`config.mk`:
```
export PLATFORM = sky130hd
export DESIGN_NAME = fp_round_pack
export DESIGN_NICKNAME = d
export VERILOG_FILES = /design/src/rtl/fp_round_pack.sv
export SDC_FILE = /design/constraint.sdc
export NUM_CORES = 1
export LEC_CHECK = 0
export CORE_AREA = 3 3 93 95
export CTS_CLUSTER_DIAMETER = 200
export DETAILED_ROUTE_END_ITERATION = 7
export DIE_AREA = 0 0 96 98
export GPL_ROUTABILITY_DRIVEN = 0
export SETUP_SLACK_MARGIN = 0.5
export SKIP_LAST_GASP = 1
export SLEW_MARGIN = 20
export SYNTH_ARGS = -nofsm -noshare
export SYNTH_HDL_FRONTEND = slang
export SYNTH_SLANG_ARGS = --single-unit
```
`constraint.sdc`:
```
create_clock -name clk -period 2.6 [get_ports clk]
set_input_delay 0.52 -clock clk [delete_from_list [all_inputs] [get_ports clk]]
set_output_delay 0.52 -clock clk [all_outputs]
set_load 0.02 [all_outputs]
```
`src/rtl/fp_round_pack.sv`:
```
// Rounds an extended-precision product (sign/exp/frac + G,R,S) to bfloat16 with a
// selectable rounding mode, handling specials and overflow, behind a 2-stage valid/ready pipe.
module fp_round_pack #(
  parameter int EXP_WIDTH = 8,
  parameter int FRAC_BITS = 7,
  parameter int EXT_BITS  = 3
) (
  input  logic                                  clk,
  input  logic                                  rst_n,
  input  logic                                  in_valid,
  output logic                                  in_ready,
  input  logic [EXP_WIDTH+FRAC_BITS+EXT_BITS:0] in_z,
  input  logic [2:0]                            in_rnd,
  output logic                                  out_valid,
  input  logic                                  out_ready,
  output logic [EXP_WIDTH+FRAC_BITS:0]          out_z,
  output logic [7:0]                            out_status
);
  localparam int IN_W  = EXP_WIDTH + FRAC_BITS + EXT_BITS + 1;
  localparam int OUT_W = EXP_WIDTH + FRAC_BITS + 1;
  localparam logic [EXP_WIDTH-1:0] EXP_ALL1  = '1;
  localparam logic [EXP_WIDTH-1:0] EXP_MAXF  = EXP_ALL1 - 1'b1;
  localparam logic [FRAC_BITS-1:0] FRAC_ALL1 = '1;
  localparam int ST_ZERO = 0, ST_INF = 1, ST_INVALID = 2, ST_TINY = 3, ST_HUGE = 4, ST_INEXACT = 5;

  generate
    if (EXP_WIDTH != 8 || FRAC_BITS != 7 || EXT_BITS != 3) begin : g_param_check
      $fatal(1, "fp_round_pack supports only the bfloat16 geometry (8/7/3)");
    end
  endgenerate

  typedef enum logic [1:0] {CLS_NORM, CLS_ZERO, CLS_INF, CLS_NAN} cls_e;

  logic                 in_sign, in_g, in_r, in_s, in_grs, in_mant_nz;
  logic                 in_inc, in_ovf, in_inexact;
  logic [EXP_WIDTH-1:0] in_exp;
  logic [FRAC_BITS-1:0] in_frac;
  logic [2:0]           in_mode;
  cls_e                 in_cls;

  assign in_sign    = in_z[IN_W-1];
  assign in_exp     = in_z[IN_W-2 -: EXP_WIDTH];
  assign in_frac    = in_z[EXT_BITS +: FRAC_BITS];
  assign in_g       = in_z[EXT_BITS-1];
  assign in_r       = in_z[EXT_BITS-2];
  assign in_s       = |in_z[EXT_BITS-3:0];
  assign in_grs     = in_g | in_r | in_s;
  assign in_mant_nz = |in_z[FRAC_BITS+EXT_BITS-1:0];
  assign in_mode    = (in_rnd > 3'd4) ? 3'd0 : in_rnd;

  always_comb begin
    in_inc = 1'b0;
    case (in_mode)
      3'd0:    in_inc = in_g & (in_r | in_s | in_frac[0]);
      3'd2:    in_inc = ~in_sign & in_grs;
      3'd3:    in_inc = in_sign & in_grs;
      3'd4:    in_inc = in_g;
      default: in_inc = 1'b0;
    endcase
  end

  // Overflow is judged on the round-to-nearest magnitude, so the truncating
  // directions still report huge and clamp to max finite.
  assign in_ovf = (in_exp == EXP_MAXF) && (in_frac == FRAC_ALL1) && (in_inc || in_g);

  always_comb begin
    in_cls     = CLS_NORM;
    in_inexact = in_grs;
    if (in_exp == '0) begin
      in_cls     = CLS_ZERO;
      in_inexact = in_mant_nz;
    end else if (in_exp == EXP_ALL1) begin
      in_cls     = in_mant_nz ? CLS_NAN : CLS_INF;
      in_inexact = 1'b0;
    end
  end

  logic                 rdy_q, s2_ready, s1_load, s2_load;
  logic                 s1_valid_q, s1_valid_d, s2_valid_q, s2_valid_d;
  logic                 s1_sign_q, s1_sign_d, s1_inc_q, s1_inc_d;
  logic                 s1_ovf_q, s1_ovf_d, s1_inexact_q, s1_inexact_d;
  logic [EXP_WIDTH-1:0] s1_exp_q, s1_exp_d;
  logic [FRAC_BITS-1:0] s1_frac_q, s1_frac_d;
  logic [2:0]           s1_mode_q, s1_mode_d;
  cls_e                 s1_cls_q, s1_cls_d;
  logic [OUT_W-1:0]     out_z_q, out_z_d, pk_z;
  logic [7:0]           out_status_q, out_status_d, pk_status;
  logic [FRAC_BITS:0]   frac_sum;
  logic                 to_inf;

  assign s2_ready = ~s2_valid_q | out_ready;
  assign in_ready = rdy_q & (~s1_valid_q | s2_ready);
  assign s1_load  = in_valid & in_ready;
  assign s2_load  = s1_valid_q & s2_ready;

  always_comb begin
    s1_valid_d   = in_ready ? in_valid : s1_valid_q;
    s1_sign_d    = s1_load ? in_sign    : s1_sign_q;
    s1_exp_d     = s1_load ? in_exp     : s1_exp_q;
    s1_frac_d    = s1_load ? in_frac    : s1_frac_q;
    s1_inc_d     = s1_load ? in_inc     : s1_inc_q;
    s1_ovf_d     = s1_load ? in_ovf     : s1_ovf_q;
    s1_inexact_d = s1_load ? in_inexact : s1_inexact_q;
    s1_mode_d    = s1_load ? in_mode    : s1_mode_q;
    s1_cls_d     = s1_load ? in_cls     : s1_cls_q;
  end

  always_comb begin
    frac_sum  = {1'b0, s1_frac_q} + {{FRAC_BITS{1'b0}}, s1_inc_q};
    to_inf    = (s1_mode_q == 3'd0) | (s1_mode_q == 3'd4) |
                ((s1_mode_q == 3'd2) & ~s1_sign_q) | ((s1_mode_q == 3'd3) & s1_sign_q);
    pk_z      = '0;
    pk_status = '0;
    case (s1_cls_q)
      CLS_ZERO: begin
        pk_z                  = {s1_sign_q, {(EXP_WIDTH+FRAC_BITS){1'b0}}};
        pk_status[ST_ZERO]    = 1'b1;
        pk_status[ST_TINY]    = s1_inexact_q;
        pk_status[ST_INEXACT] = s1_inexact_q;
      end
      CLS_INF: begin
        pk_z              = {s1_sign_q, EXP_ALL1, {FRAC_BITS{1'b0}}};
        pk_status[ST_INF] = 1'b1;
      end
      CLS_NAN: begin
        pk_z                  = {1'b0, EXP_ALL1, 1'b1, {(FRAC_BITS-1){1'b0}}};
        pk_status[ST_INVALID] = 1'b1;
      end
      default: begin
        if (s1_ovf_q) begin
          pk_z                  = to_inf ? {s1_sign_q, EXP_ALL1, {FRAC_BITS{1'b0}}}
                                         : {s1_sign_q, EXP_MAXF, FRAC_ALL1};
          pk_status[ST_INF]     = to_inf;
          pk_status[ST_HUGE]    = 1'b1;
          pk_status[ST_INEXACT] = 1'b1;
        end else begin
          pk_z = {s1_sign_q, s1_exp_q + {{(EXP_WIDTH-1){1'b0}}, frac_sum[FRAC_BITS]},
                  frac_sum[FRAC_BITS-1:0]};
          pk_status[ST_INEXACT] = s1_inexact_q;
        end
      end
    endcase
  end

  always_comb begin
    s2_valid_d   = s2_ready ? s1_valid_q : s2_valid_q;
    out_z_d      = s2_load ? pk_z : out_z_q;
    out_status_d = s2_load ? pk_status : out_status_q;
  end

  always_ff @(posedge clk or negedge rst_n) begin
    if (!rst_n) begin
      rdy_q        <= 1'b0;
      s1_valid_q   <= 1'b0;
      s1_sign_q    <= 1'b0;
      s1_exp_q     <= '0;
      s1_frac_q    <= '0;
      s1_inc_q     <= 1'b0;
      s1_ovf_q     <= 1'b0;
      s1_inexact_q <= 1'b0;
      s1_mode_q    <= '0;
      s1_cls_q     <= CLS_NORM;
      s2_valid_q   <= 1'b0;
      out_z_q      <= '0;
      out_status_q <= '0;
    end else begin
      rdy_q        <= 1'b1;
      s1_valid_q   <= s1_valid_d;
      s1_sign_q    <= s1_sign_d;
      s1_exp_q     <= s1_exp_d;
      s1_frac_q    <= s1_frac_d;
      s1_inc_q     <= s1_inc_d;
      s1_ovf_q     <= s1_ovf_d;
      s1_inexact_q <= s1_inexact_d;
      s1_mode_q    <= s1_mode_d;
      s1_cls_q     <= s1_cls_d;
      s2_valid_q   <= s2_valid_d;
      out_z_q      <= out_z_d;
      out_status_q <= out_status_d;
    end
  end

  assign out_valid  = s2_valid_q;
  assign out_z      = out_z_q;
  assign out_status = out_status_q;
endmodule

```
# Word-level counts from Yosys, hierarchy flattened
# Index checks and enable logic that the tools add are counted.
[word_totals] register_bits=49 inputBits=26 out_inout_bits=26 elab_cells=78
[op_classes] addsub=2 n_lt_le_gt_ge=1 eq_ne=12 mux=19 n_bitwise=21 reduce_logical=10
[ops] operator="case mux 16 bit (3 select lines)" n=1
[ops] operator="equality test 8 bit, second input constant" n=2
[ops] operator="2-to-1 mux 15 bit" n=1
[ops] operator="equality test 3 x 2 -> 1 bit, second input constant" n=4
[ops] operator="2-to-1 mux 1 bit" n=10
[ops] operator="OR reduction 10 bit" n=1
[ops] operator="bitwise OR 1 bit" n=9
[ops] operator="adder 7 x 1 -> 8 bit" n=1
[ops] operator="adder 8 x 1 -> 8 bit" n=1
[ops] operator="AND 1 bit" n=8
[ops] operator="zero test 8 bit" n=1
[ops] operator="2-to-1 mux 8 bit" n=1
[ops] operator="equality test 7 bit, second input constant" n=1
[ops] operator="equality test 3 bit, second input constant" n=2
[ops] operator="zero test 3 bit" n=2
[ops] operator="equality test 2 bit, second input constant" n=2
[ops] operator="2-to-1 mux 2 bit" n=2
[ops] operator="NOT 1 bit" n=4
[ops] operator="case mux 1 bit (2 select lines)" n=2
[ops] operator="case mux 1 bit (4 select lines)" n=1
[ops] operator="OR reduction 2 bit" n=2
[ops] operator="> comparator 3 bit, second input constant" n=1
[ops] operator="2-to-1 mux 3 bit" n=1
[ops] operator="OR reduction 3 bit" n=1
[ops] operator="other kinds (3)" n=4

# Longest topological paths before layout
# Gate-level depths: netlist of the first run.
[depth] depth_word=7 depth_mapped=10

# Worst setup path after synthesis of the first run
# Ideal clock, no wire load.
[synth_path] path_type="reg-to-reg" start="register s1_inc_q" end="register out_z_q[13], in the netlist out_z[13]" setup_time_ns=0.122 t_arrival_ns=2.235 t_required_ns=2.478 path_slack_ns=0.244 path_stages_with_launch=11 cell_sequence="dfrtp_1 -> ha_1 -> and3_1 -> and3_1 -> and3_1 -> ha_1 -> ha_1 -> inv_1 -> nor2_1 -> or4_1 -> a32o_1"
[synth_via] elab_chain_cells=4
[synth_rtl] element="from (decl)" line_no="80" text="logic s1_sign_q, s1_sign_d, s1_inc_q, s1_inc_d;"
[synth_rtl] element="from (signal assigned)" line_no="172" text="s1_inc_q <= s1_inc_d;"
[synth_rtl] element="adder 7 x 1 -> 8 bit" line_no="109" text="frac_sum = {1'b0, s1_frac_q} + {{FRAC_BITS{1'b0}}, s1_inc_q};"
[synth_rtl] element="adder 8 x 1 -> 8 bit" line_no="137" text="pk_z = {s1_sign_q, s1_exp_q + {{(EXP_WIDTH-1){1'b0}}, frac_sum[FRAC_BITS]},"
[synth_rtl] element="2-to-1 mux 15 bit" line_no="130" text="if (s1_ovf_q) begin"
[synth_rtl] element="case mux 16 bit (3 select lines)" line_no="114" text="case (s1_cls_q)"
[synth_rtl] element="to (signal assigned)" line_no="178" text="out_z_q <= out_z_d;"
[synth_rtl] element="to (decl)" line_no="86" text="logic [OUT_W-1:0] out_z_q, out_z_d, pk_z;"
# No other way between the ends.
# A chain may end at the register's enable or synchronous reset.

# Worst setup path in the final report of the first run
[layout_path] start="register s1_frac_q[0]" end="register out_z_q[13], in the netlist out_z[13]"
[layout_via] elab_chain_cells=4
[layout_rtl] element="from (decl)" line_no="83" text="logic [FRAC_BITS-1:0] s1_frac_q, s1_frac_d;"
[layout_rtl] element="from (signal assigned)" line_no="171" text="s1_frac_q <= s1_frac_d;"
[layout_rtl] element="adder 7 x 1 -> 8 bit" line_no="109"
[layout_rtl] element="adder 8 x 1 -> 8 bit" line_no="137"
[layout_rtl] element="2-to-1 mux 15 bit" line_no="130"
[layout_rtl] element="case mux 16 bit (3 select lines)" line_no="114"
# No other way between the ends.

==> metrics.txt, run 1 <==
# TYPE chip_impl_metric gauge
chip_impl_metric{name="floorplan.rows",unit=""} 32
chip_impl_metric{name="synth-compound-area-share",unit="%"} 10.5
chip_impl_metric{name="clock_tree.buffer_depth",unit=""} 2
chip_impl_metric{name="detailedPlace.worstSlack",unit="ps"} 200
chip_impl_metric{name="post_synth_fa_ha_maj_area_fraction",unit="%"} 2.54
chip_impl_metric{name="worst_path_required_time",unit="ps"} 2800
chip_impl_metric{name="yosysWarningCount",unit=""} 0
chip_impl_metric{name="setup_viol",unit=""} 0
chip_impl_metric{name="synth.mux.area_fraction",unit="%"} 0
chip_impl_metric{name="timing.final.max_slew_violations",unit=""} 0
chip_impl_metric{name="die-area",unit="sq mm"} 0.00941
chip_impl_info{name="regToRegEndpoint",value="out_z[13]"} 1
chip_impl_metric{name="cts-htree-levels",unit=""} 2
chip_impl_metric{name="global_route_wire_length_before_repair",unit="um"} 9450
chip_impl_metric{name="synth_area_per_cell",unit="sq um"} 8.90
chip_impl_info{name="cts_tree",value="built"} 1
chip_impl_metric{name="start_util",unit="%"} 30.3
chip_impl_metric{name="cp_data_arrival_time",unit="ps"} 2470
chip_impl_metric{name="finalWirelength",unit="um"} 5600
chip_impl_metric{name="tightest_slew",unit="ps"} 668
chip_impl_metric{name="count_of_buffers_from_port_buffering",unit=""} 49
chip_impl_info{name="ctsRootBufferMaster",value="clkbuf_8"} 1
chip_impl_info{name="main_combinational_cell_family_by_area_after_synthesis",value="simple AND/OR/NAND/NOR gates"} 1
chip_impl_info{name="crit_slowest_cell",value="dfrtp_1"} 1
chip_impl_metric{name="detail_route.drc_violations",unit=""} 0
chip_impl_metric{name="final_layout_size_suffix_gt1_share",unit="%"} 10.8
chip_impl_metric{name="finalHoldViolCount",unit=""} 0
chip_impl_metric{name="ys_ff_latch",unit=""} 49
chip_impl_info{name="critical_path_class",value="reg -> reg"} 1
chip_impl_metric{name="finalNetCount",unit=""} 353
chip_impl_metric{name="max_freq",unit="MHz"} 439
chip_impl_info{name="cp-end-kind",value="flop"} 1
chip_impl_metric{name="antenna_cells",unit=""} 0
chip_impl_metric{name="synthSimpleGateAreaFrac",unit="%"} 28.4
chip_impl_metric{name="total_power_consumption",unit="mW"} 2.18
chip_impl_info{name="rr_startpoint",value="s1_frac_q[0]"} 1
chip_impl_metric{name="cp.buffers_inverters",unit=""} 1
chip_impl_metric{name="core_area",unit="sq mm"} 0.00781
chip_impl_metric{name="clkTransAtPathRegs",unit="ps"} 90
chip_impl_metric{name="vert_die_dim",unit="um"} 98
chip_impl_info{name="critical_path.endpoint",value="out_z[13]"} 1
chip_impl_metric{name="ys_async_sr_fraction",unit="%"} 100
chip_impl_metric{name="global_route.overflow_total",unit=""} 0
chip_impl_metric{name="antenna_left",unit=""} 0
chip_impl_metric{name="power-per-cell-area",unit="mW/mm^2"} 690
chip_impl_metric{name="clock_sinks",unit=""} 49
chip_impl_info{name="critical_path.cell_chain",value="ha_2 -> and3_4 -> and3_4 -> and3_4 -> ha_4 -> ha_4 -> inv_2 -> nor2_2 -> or4_1 -> a32o_1"} 1
chip_impl_info{name="type_of_the_most_critical_hold_path",value="in -> async"} 1
chip_impl_info{name="cp-startpoint",value="s1_frac_q[0]"} 1
chip_impl_metric{name="detailedRoute.firstPassIterationCount",unit=""} 4
chip_impl_metric{name="post-route-period-util",unit="%"} 87.5
chip_impl_metric{name="final_critical_path_setup_slack",unit="ps"} 325
chip_impl_metric{name="xor_and_xnor_area_share_after_synthesis",unit="%"} 2.96
chip_impl_metric{name="first_global_vias",unit=""} 1956
chip_impl_metric{name="grt_start_max_net_pins",unit=""} 31
chip_impl_metric{name="yosys_cell_types",unit=""} 44
chip_impl_info{name="setup_repair_after_global_routing_missed_its_margin",value="yes"} 1
chip_impl_metric{name="worst_clock_skew",unit="ps"} 9.06
chip_impl_metric{name="finalWorstPathRequiredPeriod",unit="ps"} 2280
chip_impl_info{name="critical-path-top-cell-by-count",value="and3_4"} 1
chip_impl_metric{name="timing.reg2reg.worst_path_depth",unit=""} 10
chip_impl_metric{name="clkLatencyLatePin",unit="ps"} 300
chip_impl_metric{name="cts_stage_hold_buffer_count",unit=""} 0
chip_impl_metric{name="synth-seq-area-share",unit="%"} 51.8
chip_impl_info{name="crit_path_start_kind",value="flop"} 1
chip_impl_info{name="status",value="complete, no violations"} 1
chip_impl_info{name="cpLargestDelayFamily",value="simple AND/OR/NAND/NOR gates"} 1
chip_impl_metric{name="track_usage",unit="%"} 12.7
chip_impl_metric{name="worstSetupPathDepth",unit=""} 10
chip_impl_metric{name="layout-area-overhead-vs-synth",unit="%"} 33.3
chip_impl_metric{name="slowest_delay",unit="ps"} 400
chip_impl_metric{name="max_cap_violations",unit=""} 0
chip_impl_metric{name="critical_path.max_fanout",unit=""} 2
chip_impl_metric{name="antenna_found_initial",unit=""} 0
chip_impl_metric{name="inserted_clock_buffers",unit=""} 5
chip_impl_metric{name="route.vias.total",unit=""} 2026
chip_impl_metric{name="dp.final_hpwl",unit="um"} 4260
chip_impl_metric{name="ios",unit=""} 52
chip_impl_metric{name="syn-cell-area",unit="sq mm"} 0.00237
chip_impl_metric{name="synth_edf_count",unit=""} 0
chip_impl_metric{name="power_leakage",unit="nW"} 1.42
chip_impl_metric{name="vias_per_cell",unit=""} 4.77
chip_impl_metric{name="route.detailed.wl_per_inst",unit="um"} 13.2
chip_impl_metric{name="post_synth_inst_count",unit=""} 266
chip_impl_metric{name="slew_headroom",unit="%"} 55.5
chip_impl_metric{name="setup-tns-final",unit="ps"} 0
chip_impl_metric{name="dr_iter_0_viols",unit=""} 62
chip_impl_metric{name="worst_setup_slack_for_register_to_register_paths",unit="ps"} 320
chip_impl_metric{name="vdd.ir_drop.worst",unit="uV"} 205
chip_impl_metric{name="floorplan.die.width",unit="um"} 96
chip_impl_info{name="synthFlopType",value="dfrtp_1"} 1
[synth_stat cells (3+ instances only)]
cell       n  share of area, %
nand2_1   79                13
dfrtp_1   49                52
o21ai_0   15               3.2
nor2_1    14               2.2
nand3_1   10               2.1
nor3_1    10               2.1
and3_1     8               2.1
a21oi_1    7               1.5
buf_2      6               1.3
inv_1      5              0.79
clkbuf_1   4              0.63
ha_1       4               2.1
nor4_1     4               1.1
xnor2_1    4               1.5
xor2_1     4               1.5
a22o_1     3               1.1
nand2b_1   3              0.79
nand4_1    3              0.79
o31ai_1    3              0.95
or3_1      3              0.79
[metrics by stage]
stage                     utilization (%)  cell area [sq um]  hold slack (ps)  cells
after global placement               38.4               3000              470    410
after global routing                 40.4               3160              299    425
after floorplan                         -               2410              224    267
after detailed placement             38.4               3000              470    410
after CTS                            40.1               3130              262    423
final                                40.4               3160              244    425
[worst reg2reg max path, cell delays in order (launching register included)]
cell,delay [ps]
dfrtp_1,400
ha_2,200
and3_4,180
and3_4,170
and3_4,180
ha_4,160
ha_4,150
inv_2,50
nor2_2,30
or4_1,390
a32o_1,250
[where the power goes]
part | leakage, nW | switching [mW] | internal, mW | total [mW]
registers | 0.624 | 0.124 | 0.912 | 1.04
clock network | 0.0443 | 0.248 | 0.212 | 0.460
logic | 0.756 | 0.347 | 0.336 | 0.683
[worst min path at each step]
| stage | startpoint | to | slack (ps) |
|---|---|---|---|
| 6_report | rst_n | out_status[4] | 240 |
| 3_5_place_dp | out_status[4] | out_status[4] | 470 |
| 4_1_cts | rst_n | s1_ovf_q | 260 |
| 3_3_place_gp | out_z[2] | out_z[2] | 470 |
| 5_1_grt | rst_n | out_status[2] | 300 |
| 2_1_floorplan | rst_n | out_status[0] | 220 |
[layer usage]
layer / track usage [%] / share of wire, %
met1: 18.6 / 50
met2: 18.5 / 43
met4: 3.61 / 1.1
met3: 3.24 / 5.4
met5: 0 / 0
[logic make-up (layout without fill, tap and decap cells)]
| kind of cell | count (synthesis) | in the layout |
|---|---|---|
| compound gates | 38 | 38 |
| xor+xnor | 8 | 8 |
| fa+ha+maj | 5 | 5 |
| buf+inv | 18 | 74 |
| flops | 49 | 49 |
| other cells | 2 | 3 |
| simple gates | 146 | 146 |
[registers in the layout (all words and copies together) (netlist names)]
name	count
out_z	16
out_status	6
rdy_q	1
s1_mode_q	3
s1_inc_q	1
s1_sign_q	1
s1_frac_q	7
s1_inexact_q	1
s1_ovf_q	1
s1_exp_q	8
s1_valid_q	1
s1_cls_q	2
out_valid	1
[layout by cell type (no fill, tap or decap), types with 6 or more instances in the layout]
| cell | netlist | routed |
|---|---|---|
| clkbuf_8 | 0 | 6 |
| nand2_1 | 79 | 79 |
| nor3_1 | 10 | 10 |
| clkdlybuf4s50_1 | 0 | 47 |
| dfrtp_1 | 49 | 49 |
| a21oi_1 | 7 | 7 |
| buf_4 | 2 | 13 |
| nor2_1 | 14 | 13 |
| o21ai_0 | 15 | 14 |
| nand3_1 | 10 | 10 |
[timing repair]
item,CTS,global route
pin swaps,3,3
buffers inserted,6,2
gates resized for setup,2,6
setup endpoints to repair,4,7
[final cells by class]
cell class                      instances  area [sq um]
Sequential cell                        49          1230
Timing Repair Buffer                   62           578
Fill cell                             791          4650
Inverter                                5          18.8
Multi-Input combinational cell        200          1120
Tap cell                              102           128
Clock buffer                            7          86.3
Power figures use the tool's default switching activity.
==> run 2, diff against run 1 <==
--- a/config.mk
+++ b/config.mk
@@ -5,12 +5,12 @@
 export SDC_FILE = /design/constraint.sdc
 export NUM_CORES = 1
 export LEC_CHECK = 0
-export CORE_AREA = 3 3 93 95
+export ABC_CLOCK_PERIOD_IN_PS = 2600
+export CORE_AREA = 3 3 104 86
 export CTS_CLUSTER_DIAMETER = 200
 export DETAILED_ROUTE_END_ITERATION = 7
-export DIE_AREA = 0 0 96 98
+export DIE_AREA = 0 0 107 89
 export GPL_ROUTABILITY_DRIVEN = 0
-export SETUP_SLACK_MARGIN = 0.5
 export SKIP_LAST_GASP = 1
 export SLEW_MARGIN = 20
 export SYNTH_ARGS = -nofsm -noshare
==> run 2 against run 1 <==
Compared with the run above: global-route usage increased by 0.12 points; die area increased by 1.2%; sequential cell count unchanged; core utilization shrank 1.9 points; sequential power is essentially flat; clock-buffer cell count shrank 2; routed wire length grew 3.7%; non-clock buffer count fell by 9; clock power is 0.9% lower; critical path type is now in -> out; largest cell class unchanged.
==> metrics.txt, run 2 (synthesized netlist as in run 1, its figures left out) <==
# TYPE chip_impl_metric gauge
chip_impl_metric{name="global_route_wire_length_before_repair",unit="um"} 9470
chip_impl_metric{name="max_freq",unit="MHz"} 407
chip_impl_metric{name="detail_route.drc_violations",unit=""} 0
chip_impl_metric{name="ios",unit=""} 52
chip_impl_metric{name="post-route-period-util",unit="%"} 94.6
chip_impl_metric{name="core_area",unit="sq mm"} 0.00795
chip_impl_info{name="crit_path_start_kind",value="primary input"} 1
chip_impl_metric{name="largest_register_ff_count",unit=""} 16
chip_impl_metric{name="place_inst",unit=""} 415
chip_impl_metric{name="clkLatencyLatePin",unit="ps"} 300
chip_impl_metric{name="inserted_clock_buffers",unit=""} 5
chip_impl_info{name="cp-end-kind",value="output pin"} 1
chip_impl_info{name="cp-startpoint",value="out_ready"} 1
chip_impl_info{name="cts_tree",value="built"} 1
chip_impl_metric{name="grt_start_max_net_pins",unit=""} 27
chip_impl_metric{name="vias_per_cell",unit=""} 4.70
chip_impl_metric{name="critical_path.max_fanout",unit=""} 3
chip_impl_metric{name="finalWirelength",unit="um"} 5810
chip_impl_metric{name="cp_data_arrival_time",unit="ps"} 1940
chip_impl_metric{name="global_route.overflow_total",unit=""} 0
chip_impl_metric{name="finalHoldViolCount",unit=""} 0
chip_impl_info{name="mostFrequentLayoutCells",value="79 x nand2_1, 49 x dfrtp_1, 48 x clkdlybuf4s50_1"} 1
chip_impl_metric{name="worst_path_required_time",unit="ps"} 2080
chip_impl_metric{name="finalWorstPathRequiredPeriod",unit="ps"} 2460
chip_impl_metric{name="antenna_left",unit=""} 0
chip_impl_metric{name="power_leakage",unit="nW"} 1.39
chip_impl_info{name="most_common_cell_after_layout_fill_and_taps_aside",value="nand2_1"} 1
chip_impl_metric{name="slew_headroom",unit="%"} 62.4
chip_impl_metric{name="layout-area-overhead-vs-synth",unit="%"} 29.4
chip_impl_metric{name="clkTransAtPathRegs",unit="ps"} 100
chip_impl_metric{name="first_global_vias",unit=""} 1882
chip_impl_metric{name="fin_cells",unit=""} 423
chip_impl_metric{name="dp.final_hpwl",unit="um"} 4430
chip_impl_metric{name="dr_iter_0_viols",unit=""} 87
chip_impl_metric{name="floorplan.die.width",unit="um"} 107
chip_impl_metric{name="detailedRoute.firstPassIterationCount",unit=""} 4
chip_impl_metric{name="route.detailed.wl_per_inst",unit="um"} 13.7
chip_impl_metric{name="max_cap_violations",unit=""} 0
chip_impl_info{name="critical_path_class",value="in -> out"} 1
chip_impl_metric{name="timing.final.max_slew_violations",unit=""} 0
chip_impl_info{name="type_of_the_most_critical_hold_path",value="in -> async"} 1
chip_impl_metric{name="count_of_buffers_from_port_buffering",unit=""} 49
chip_impl_metric{name="setup-tns-final",unit="ps"} 0
chip_impl_metric{name="antenna_cells",unit=""} 0
chip_impl_metric{name="start_util",unit="%"} 29.8
chip_impl_info{name="rr_startpoint",value="s1_inc_q"} 1
chip_impl_metric{name="tightest_slew",unit="ps"} 565
chip_impl_metric{name="final_layout_size_suffix_gt1_share",unit="%"} 5.71
chip_impl_metric{name="setup_viol",unit=""} 0
chip_impl_metric{name="cts_stage_hold_buffer_count",unit=""} 0
chip_impl_metric{name="vert_die_dim",unit="um"} 89
chip_impl_metric{name="finalNetCount",unit=""} 344
chip_impl_info{name="ctsRootBufferMaster",value="clkbuf_8"} 1
chip_impl_info{name="setup_repair_after_global_routing_missed_its_margin",value="no"} 1
chip_impl_metric{name="total_power_consumption",unit="mW"} 2.16
chip_impl_metric{name="vdd.ir_drop.worst",unit="uV"} 227
chip_impl_metric{name="cts-htree-levels",unit=""} 2
chip_impl_metric{name="power-per-cell-area",unit="mW/mm^2"} 703
chip_impl_metric{name="worst_clock_skew",unit="ps"} 8.03
chip_impl_metric{name="antenna_found_initial",unit=""} 0
chip_impl_metric{name="clock_sinks",unit=""} 49
chip_impl_metric{name="route.vias.total",unit=""} 1988
chip_impl_metric{name="clock_tree.buffer_depth",unit=""} 2
chip_impl_info{name="status",value="complete, no violations"} 1
chip_impl_metric{name="die-area",unit="sq mm"} 0.00952
chip_impl_metric{name="track_usage",unit="%"} 12.8
chip_impl_metric{name="floorplan.rows",unit=""} 29
run 2: per-layer routing:
| layer | global-route usage (%) | vias up | part of all wire [%] | routed length, um |
|---|---|---|---|---|
| met2 | 17.5 | 46 | 40 | 2300 |
| met3 | 4.12 | 4 | 5.4 | 314 |
| met4 | 2.79 | 0 | 0.50 | 29 |
| met5 | 0 | - | 0 | 0 |
| met1 | 19.6 | 937 | 54 | 3160 |
| li1 | - | 1001 | - | - |
run 2: path summary, 6_finish.rpt:
kind	slack, ps	to	depth (start not counted)
min reg2reg	480	out_z[3]	2
max reg2reg	140	out_z[13]	10
max in group asynchronous	1860	s1_frac_q[2]	2
min in group clk	480	out_z[3]	2
max	140	in_ready	4
min	200	out_status[4]	1
run 2: where the power goes:
part           internal, mW  total (mW)  switching, mW
Clock                 0.191       0.456          0.265
Sequential            0.912        1.03          0.122
Combinational         0.319       0.665          0.346
Total                  1.42        2.16          0.733
run 2: cell type report:
type | count | area (sq um)
multi-input combinational | 200 | 1070
inverter | 5 | 18.8
timing repair buffer | 53 | 528
clock inverter | 3 | 21.3
tap | 108 | 135
fill | 839 | 4880
sequential | 49 | 1230
clock buffer | 5 | 68.8
run 2: through the flow:
step / hold slack (ps) / instance area (sq um) / worst slack (ps) / util [%]
floorplan: 224 / 2370 / 244 / -
global placement: 464 / 2970 / 140 / 37.4
detailed placement: 471 / 2970 / 83.8 / 37.4
CTS: 211 / 3060 / 89.6 / 38.5
global route: 219 / 3060 / 42.7 / 38.6
finish: 197 / 3060 / 140 / 38.6
run 2: what timing repair did:
action,4_1_cts,5_1_grt
resized for setup,0,1
setup buffers,0,0
hold endpoints to repair,0,0
endpoints found under the setup margin,0,1
run 2: worst max-delay path: stages:
cell and delay (ps):
clkdlybuf4s50_1 460, nand3b_1 160, and2_1 180, clkdlybuf4s50_1 610
